`config.mk`:
```
export PLATFORM = sky130hd
export DESIGN_NAME = clk_ratio_monitor
export DESIGN_NICKNAME = d
export VERILOG_FILES = /design/src/rtl/clk_mon_pkg.sv /design/src/rtl/clk_ratio_monitor_sync_2ff.sv /design/src/rtl/clk_ratio_monitor.sv
export SDC_FILE = /design/constraint.sdc
export NUM_CORES = 1
export LEC_CHECK = 0
export CAP_MARGIN = 20
export CORE_MARGIN = 2
export CORE_UTILIZATION = 45
export DETAILED_ROUTE_END_ITERATION = 10
export PLACE_DENSITY = 0.65
export SLEW_MARGIN = 10
export SYNTH_ARGS = -nofsm -noshare
export SYNTH_HDL_FRONTEND = slang
export SYNTH_SLANG_ARGS = --single-unit
```
`constraint.sdc`:
```
create_clock -name i_clk -period 3.75 [get_ports i_clk]
set_input_delay 0.375 -clock i_clk [delete_from_list [all_inputs] [get_ports i_clk]]
set_output_delay 0.375 -clock i_clk [all_outputs]
set_load 0.1 [all_outputs]
```
`src/rtl/clk_mon_pkg.sv`:
```
// Shared types and helpers for clk_ratio_monitor: FSM state enum, counter
// width derivation and the high-time acceptance rule.
package clk_mon_pkg;

  typedef enum logic {
    ARM  = 1'b0,
    MEAS = 1'b1
  } clk_mon_state_e;

  function automatic int cnt_width(input int max_period);
    return $clog2(max_period + 1);
  endfunction

  // Odd divisors put the falling edge mid-cycle, so either rounding is accepted.
  function automatic logic duty_ok(input int unsigned high, input int unsigned divisor);
    return (high == divisor / 2) || (high == (divisor + 1) / 2);
  endfunction

endpackage

```
`src/rtl/clk_ratio_monitor_sync_2ff.sv`:
```
// Two-flop synchronizer (1 bit) with synchronous active-high reset to 0,
// used by clk_ratio_monitor when CLK_MON_SYNC_EN is defined.
module sync_2ff (
  input  logic i_clk,
  input  logic i_rst,
  input  logic i_d,
  output logic o_q
);

  logic meta_d, meta_q;
  logic sync_d, sync_q;

  always_comb begin
    meta_d = i_d;
    sync_d = meta_q;
  end

  always_ff @(posedge i_clk) begin
    if (i_rst) begin
      meta_q <= 1'b0;
      sync_q <= 1'b0;
    end else begin
      meta_q <= meta_d;
      sync_q <= sync_d;
    end
  end

  assign o_q = sync_q;

endmodule

```
`src/rtl/clk_ratio_monitor.sv`:
```
// Divided-clock checker: measures period/high time of i_mon_clk in i_clk cycles,
// reports lock, error and timeout. Macro CLK_MON_SYNC_EN adds a 2-flop input synchronizer.
module clk_ratio_monitor
  import clk_mon_pkg::*;
#(
  parameter int DIVISOR    = 4,
  parameter int LOCK_COUNT = 4,
  parameter int MAX_PERIOD = 255,
  parameter int CNT_W      = cnt_width(MAX_PERIOD)
) (
  input  logic             i_clk,
  input  logic             i_rst,
  input  logic             i_mon_clk,
  output logic [CNT_W-1:0] o_period,
  output logic [CNT_W-1:0] o_high,
  output logic             o_meas_valid,
  output logic             o_lock,
  output logic             o_period_err,
  output logic             o_duty_err,
  output logic             o_timeout
);

  localparam int                GOOD_W    = $clog2(LOCK_COUNT + 1);
  localparam logic [CNT_W-1:0]  DIV_CNT   = CNT_W'(DIVISOR);
  localparam logic [CNT_W-1:0]  MAX_CNT   = CNT_W'(MAX_PERIOD);
  localparam logic [CNT_W-1:0]  ONE_CNT   = CNT_W'(1);
  localparam logic [GOOD_W-1:0] LOCK_GOOD = GOOD_W'(LOCK_COUNT);

  logic s;

`ifdef CLK_MON_SYNC_EN
  sync_2ff u_sync (
    .i_clk (i_clk),
    .i_rst (i_rst),
    .i_d   (i_mon_clk),
    .o_q   (s)
  );
`else
  logic samp_d, samp_q;

  always_comb samp_d = i_mon_clk;

  always_ff @(posedge i_clk) begin
    if (i_rst) samp_q <= 1'b0;
    else       samp_q <= samp_d;
  end

  assign s = samp_q;
`endif

  logic s_dly_d, s_dly_q;
  logic rise;

  always_comb s_dly_d = s;
  assign rise = s & ~s_dly_q;

  clk_mon_state_e   state_d, state_q;
  logic [CNT_W-1:0] per_cnt_d, per_cnt_q;
  logic [CNT_W-1:0] high_cnt_d, high_cnt_q;
  logic [CNT_W-1:0] period_d, period_q;
  logic [CNT_W-1:0] high_d, high_q;
  logic [GOOD_W-1:0] good_cnt_d, good_cnt_q;
  logic             meas_valid_d, meas_valid_q;
  logic             period_err_d, period_err_q;
  logic             duty_err_d, duty_err_q;
  logic             timeout_d, timeout_q;
  logic             per_bad, duty_bad;

  always_comb begin
    state_d      = state_q;
    per_cnt_d    = per_cnt_q;
    high_cnt_d   = high_cnt_q;
    period_d     = period_q;
    high_d       = high_q;
    good_cnt_d   = good_cnt_q;
    meas_valid_d = 1'b0;
    period_err_d = 1'b0;
    duty_err_d   = 1'b0;
    timeout_d    = timeout_q;
    per_bad      = (per_cnt_q != DIV_CNT);
    duty_bad     = !duty_ok(32'(high_cnt_q), DIVISOR);

    case (state_q)
      ARM: begin
        per_cnt_d  = '0;
        high_cnt_d = '0;
        // The arming rise starts a measurement but never reports one.
        if (rise) begin
          state_d    = MEAS;
          per_cnt_d  = ONE_CNT;
          high_cnt_d = ONE_CNT;
          timeout_d  = 1'b0;
        end
      end
      MEAS: begin
        if (rise) begin
          period_d     = per_cnt_q;
          high_d       = high_cnt_q;
          meas_valid_d = 1'b1;
          period_err_d = per_bad;
          duty_err_d   = duty_bad;
          if (per_bad || duty_bad)        good_cnt_d = '0;
          else if (good_cnt_q != LOCK_GOOD) good_cnt_d = good_cnt_q + GOOD_W'(1);
          per_cnt_d    = ONE_CNT;
          high_cnt_d   = ONE_CNT;
        end else if (per_cnt_q == MAX_CNT) begin
          timeout_d  = 1'b1;
          good_cnt_d = '0;
          state_d    = ARM;
          per_cnt_d  = '0;
          high_cnt_d = '0;
        end else begin
          // per_cnt_q < MAX_CNT here, so the increment cannot pass saturation.
          per_cnt_d  = per_cnt_q + ONE_CNT;
          high_cnt_d = high_cnt_q + {{(CNT_W-1){1'b0}}, s};
        end
      end
      default: state_d = ARM;
    endcase
  end

  always_ff @(posedge i_clk) begin
    if (i_rst) begin
      s_dly_q      <= 1'b0;
      state_q      <= ARM;
      per_cnt_q    <= '0;
      high_cnt_q   <= '0;
      period_q     <= '0;
      high_q       <= '0;
      good_cnt_q   <= '0;
      meas_valid_q <= 1'b0;
      period_err_q <= 1'b0;
      duty_err_q   <= 1'b0;
      timeout_q    <= 1'b0;
    end else begin
      s_dly_q      <= s_dly_d;
      state_q      <= state_d;
      per_cnt_q    <= per_cnt_d;
      high_cnt_q   <= high_cnt_d;
      period_q     <= period_d;
      high_q       <= high_d;
      good_cnt_q   <= good_cnt_d;
      meas_valid_q <= meas_valid_d;
      period_err_q <= period_err_d;
      duty_err_q   <= duty_err_d;
      timeout_q    <= timeout_d;
    end
  end

  assign o_period     = period_q;
  assign o_high       = high_q;
  assign o_meas_valid = meas_valid_q;
  assign o_lock       = (good_cnt_q == LOCK_GOOD);
  assign o_period_err = period_err_q;
  assign o_duty_err   = duty_err_q;
  assign o_timeout    = timeout_q;

endmodule

```
Yosys cells after proc, flatten, opt, wreduce, memory -nomap -nowiden
Index checks and enable logic that the tools add are counted.
{"block": "word_totals", "out_inout_bits": 21, "input_bits": 3, "regBits": 42, "word_cells": 55}
{"block": "classes", "bitwise": 4, "eq_ne": 9, "n_reduce_logical": 8, "addsub": 3, "muxes": 19}
{"cell": "$mux W8", "count": 4}
{"cell": "$pmux W8 S2", "count": 2}
{"cell": "$mux W3", "count": 4}
{"cell": "$add A8 B1 Y8", "count": 1}
{"cell": "$add A8 B1 Y8 const B", "count": 1}
{"cell": "$eq A8 B2 Y1 const B", "count": 1}
{"cell": "$eq A8 B8 Y1 const B", "count": 1}
{"cell": "$ne A8 B3 Y1 const B", "count": 1}
{"cell": "$mux W1", "count": 7}
{"cell": "$reduce_and A3 Y1", "count": 2}
{"cell": "$ne A2 B2 Y1 const B", "count": 2}
{"cell": "$pmux W1 S2", "count": 2}
{"cell": "$add A3 B1 Y3 const B", "count": 1}
{"cell": "$eq A3 B3 Y1 const B", "count": 1}
{"cell": "$ne A3 B1 Y1 const B", "count": 1}
{"cell": "$ne A3 B3 Y1 const B", "count": 1}
{"cell": "$not A1 Y1", "count": 3}
{"cell": "$reduce_or A3 Y1", "count": 1}
{"cell": "$ne A2 B1 Y1 const B", "count": 1}
{"cell": "$reduce_and A2 Y1", "count": 1}
{"cell": "$reduce_bool A2 Y1", "count": 1}
{"cell": "$reduce_or A2 Y1", "count": 1}
{"cell": "$and A1 B1 Y1", "count": 1}
{"cell": "$logic_not A1 Y1", "count": 1}
{"cell": "$logic_or A1 B1 Y1", "count": 1}

Longest topological paths before layout
{"block": "logic_depth", "word_depth": 5, "ltp_mapped": 7, "ltp_nobuf": 6}

Worst setup path before layout
No wires, ideal clock.
{"block": "synth_timing", "kind": "register to register", "from": "register good_cnt_q[0]", "to": "register good_cnt_q[0]", "required_time_ns": 3.618, "stages_incl_launch_ff": 8, "slack_ns": 1.679, "period_less_slack_ns": 2.071, "arrival_ns": 1.939, "n_path_buf": 1, "setup_time_ns": 0.132, "cell_sequence": "dfxtp_1 inv_1 ha_1 and2_1 clkbuf_1 nor3b_1 a32oi_1 a21oi_1"}
{"block": "synth_via", "elab_chain_len": 4, "elab_cells_between_ends": 7, "classes_between": "add/sub: 1; eq/ne: 2; mux: 3; reduce/logical: 1"}
{"item": "start: declaration", "line_no": "clk_ratio_monitor.sv:62", "rtl": "logic [GOOD_W-1:0] good_cnt_d, good_cnt_q;"}
{"item": "start signal: assignment", "line_no": "clk_ratio_monitor.sv:142", "rtl": "good_cnt_q <= good_cnt_d;"}
{"item": "$add A3 B1 Y3", "line_no": "clk_ratio_monitor.sv:103", "rtl": "else if (good_cnt_q != LOCK_GOOD) good_cnt_d = good_cnt_q + GOOD_W'(1);"}
{"item": "$mux W3", "line_no": "clk_ratio_monitor.sv:103"}
{"item": "$mux W3", "line_no": "clk_ratio_monitor.sv:102", "rtl": "if (per_bad || duty_bad) good_cnt_d = '0;"}
{"item": "$mux W3", "line_no": "clk_ratio_monitor.sv:96", "rtl": "if (rise) begin"}
Parallel ways exist; a longest one is shown, timed or not. The select of a mux whose other input is x is not followed.
A chain may end at the register's enable or synchronous reset.

Final worst setup path
{"block": "layout_timing", "from": "register good_cnt_q[1]", "to": "output o_lock"}
{"block": "layout_via", "elab_chain_len": 1}
{"item": "$eq A3 B3 Y1", "line_no": "clk_ratio_monitor.sv:153", "rtl": "assign o_lock = (good_cnt_q == LOCK_GOOD);"}
{"item": "end: declaration", "line_no": "clk_ratio_monitor.sv:17", "rtl": "output logic o_lock,"}
No other way between the ends.

==> flow_metrics.tcl <==
set metrics [dict create \
    status "complete, no violations" \
    cts_setup_buffers 0 \
    grtUsageMet1_pct 21.1 \
    fillers 357 \
    hold_violations 0 \
    root_buffer "clkbuf_8" \
    busiest_layer "met2" \
    firstDrtPassIters 4 \
    diodes 0 \
    period_share_pct 70.1 \
    yosysTopAreaCell "dfxtp_1" \
    cp-end-kind "primary output" \
    synth.top_cells.by_area "dfxtp_1 49%, nand2_1 7.6%, a21oi_1 6.7%" \
    syn-num-nets 208 \
    io_buffers 23 \
    p_per_area_nw_per_um2 367 \
    die_h_um 65.9 \
    syn_to_final_growth_pct 18.9 \
    p_leak_nw 0.699 \
    cts_tree "yes" \
    antenna_found_initial 0 \
    post_cts_resized 0 \
    avgSynthCellArea_um2 8.66 \
    critPathRequiredTime_ps 3380 \
    critical_path_class "reg -> out" \
    clk_pin_slew_ps 80 \
    final_common_cell "dfxtp_1" \
    die_x_um 65.9 \
    ys_types 35 \
    grt_max_degree 29 \
    hold_buffers 0 \
    cts_buffers 5 \
    use_met2_pct 27.9 \
    seq_area_um2 841 \
    rsz0062_at_grt "false" \
    drtIter0Drc 54 \
    dieArea_um2 4340 \
    sw_frac_of_total_pct 22.0 \
    finalSetupTns_ps 0 \
    fin_skew_ps 6.58 \
    ctsLongestPathBuffers 2 \
    drt-wirelength-per-cell_um 12.9 \
    utilization_pct 56.0 \
    cpMaxStageDelayCell "clkdlybuf4s50_1" \
    syn-instance-count 199 \
    insertion_delay_ps 290 \
    io_pins 24 \
    overflow 0 \
    slew_headroom_pct 34.6 \
    gr-usage-met3_pct 3.41 \
    pwr-share-seq_pct 60.3 \
    cts-htree-levels 2 \
    maxCapViolations 0 \
    ys_seq_elements 42 \
    hold_class "reg -> reg" \
    multi_input_comb_area_um2 810 \
    p_switching_mw 0.166 \
    viasPerCell 5.06 \
    slew_viol_final 0 \
    start_util_pct 47.1 \
    dpl.hpwl_mm 2.50 \
    worst-path-max-fanout 5 \
    place_ws_ps 1430 \
    yosys_warnings 0 \
    fmax_ghz 0.381 \
    cts.sinks 42 \
    critPathBufInv 2 \
    tightest_slew_ps 977 \
    nNetsFinal 227 \
    final_cell_mix "42 x dfxtp_1, 35 x nand2_1, 23 x a21oi_1, 23 x clkdlybuf4s50_1, 18 x nor2_1" \
    grt_pass1_vias 1279 \
    p_clk_share_pct 35.6 \
    synth_top_area_share_pct 48.8 \
    route.detailed.drc 0 \
    core-area_um2 3660 \
    synthesis.area_um2 1720 \
    vdd_drop_max_mv 0.247 \
    fin_ws_ps 1120 \
    comb_power_share_pct 4.1 \
    min_period_ps 2630 \
    crit_family "buffers and inverters" \
    globalplace.congestion 0.777 \
    p_int_mw 0.588 \
    num_rows 22 \
    grt_use_total_pct 16.8 \
    grt_pass1_wl_mm 5.55 \
    setup_viol 0 \
    num_vias 1345 \
    worstSetupStartpointType "flip-flop" \
    crit_chain "inv_1 > ha_1 > and2_1 > clkdlybuf4s50_1" \
    wl_mm 3.44 \
    final_layout_size_suffix_gt1_share_pct 5.05 \
    crit_path_max_incr_delay_ps 1160 \
    antenna_left 0 \
    arrival_ps 2250 \
    yosysSeqAreaShare_pct 48.8 \
]
worst register-to-register path: cells and delay by family (launching register included):
kind	cells	cell delay (ps)
adder cells (fa/ha/maj)	1	140
AND/OR/NAND/NOR	2	820
buffers and inverters	1	100
flip-flops	1	370
AO/OA/AOI/OAI	2	320
cell families (layout without fill, tap and decap cells):
family,count (synthesis),count (layout),synth area share [%]
fa+ha+maj,6,6,4.35
compound gates,32,32,10.5
simple gates,88,88,26.0
buf+inv,19,38,4.28
xor+xnor,12,12,6.10
flops,42,42,48.8
Yosys cell counts (all sizes together):
cell type / count
or3: 1
and3: 2
nand3: 8
nor4: 2
a211oi: 1
and3b: 1
dfxtp: 42
nor2: 18
buf: 3
a31oi: 2
a41oi: 1
ha: 6
a21oi: 23
or2: 1
clkbuf: 9
inv: 7
and2: 1
nand2: 35
nor3b: 1
nor2b: 5
o21ai: 2
nor3: 1
nand2b: 2
and4: 3
a32oi: 2
xnor2: 4
o31a: 1
xor2: 8
or4b: 1
nand4: 4
and4b: 1
nand4b: 1
layout make-up:
cell class	instances	share of cell area (%)
clock buffer	7	3.72
inverter	7	1.28
timing repair buffer	24	11.6
tap	48	2.93
sequential	42	41.0
multi-input combinational	138	39.5
power groups by stage:
stage	Sequential, mW	Clock [mW]	Combinational (mW)
floorplan	0.467	0	0.0204
global placement	0.465	0	0.0301
detailed placement	0.465	0	0.0309
CTS	0.455	0.276	0.0311
global route	0.455	0.295	0.0341
finish	0.455	0.268	0.0306
registers in the layout (all words and copies together), names as in the netlist:
signal,count
o_high,8
o_period_err,1
s,1
s_dly_q,1
per_cnt_q,8
good_cnt_q,3
state_q,1
o_meas_valid,1
o_duty_err,1
high_cnt_q,8
o_period,8
o_timeout,1
layer usage:
layer  vias up  share of wire, %
met3         2               3.0
li1        707                 -
met4         0              0.32
met5         -                 0
met2        13                47
met1       623                49
final timing paths:
path | from | end | slack, ps | depth (start not counted)
setup / recovery | good_cnt_q[1] | o_lock | 1120 | 4
hold / removal | o_period[0] | o_period[0] | 460 | 2
setup reg to reg | per_cnt_q[0] | good_cnt_q[1] | 1930 | 6
hold reg to reg | o_period[0] | o_period[0] | 460 | 2
stage by stage:
step	hold WS (ps)	cell area (um2)	power, mW	std cells
2_1_floorplan	449	1720	0.488	199
3_3_place_gp	444	1970	0.495	259
3_5_place_dp	447	1970	0.496	259
4_1_cts	457	2050	0.762	266
5_1_grt	481	2050	0.784	266
6_report	457	2050	0.754	266
No activity file was read; power rests on OpenSTA's default activity.
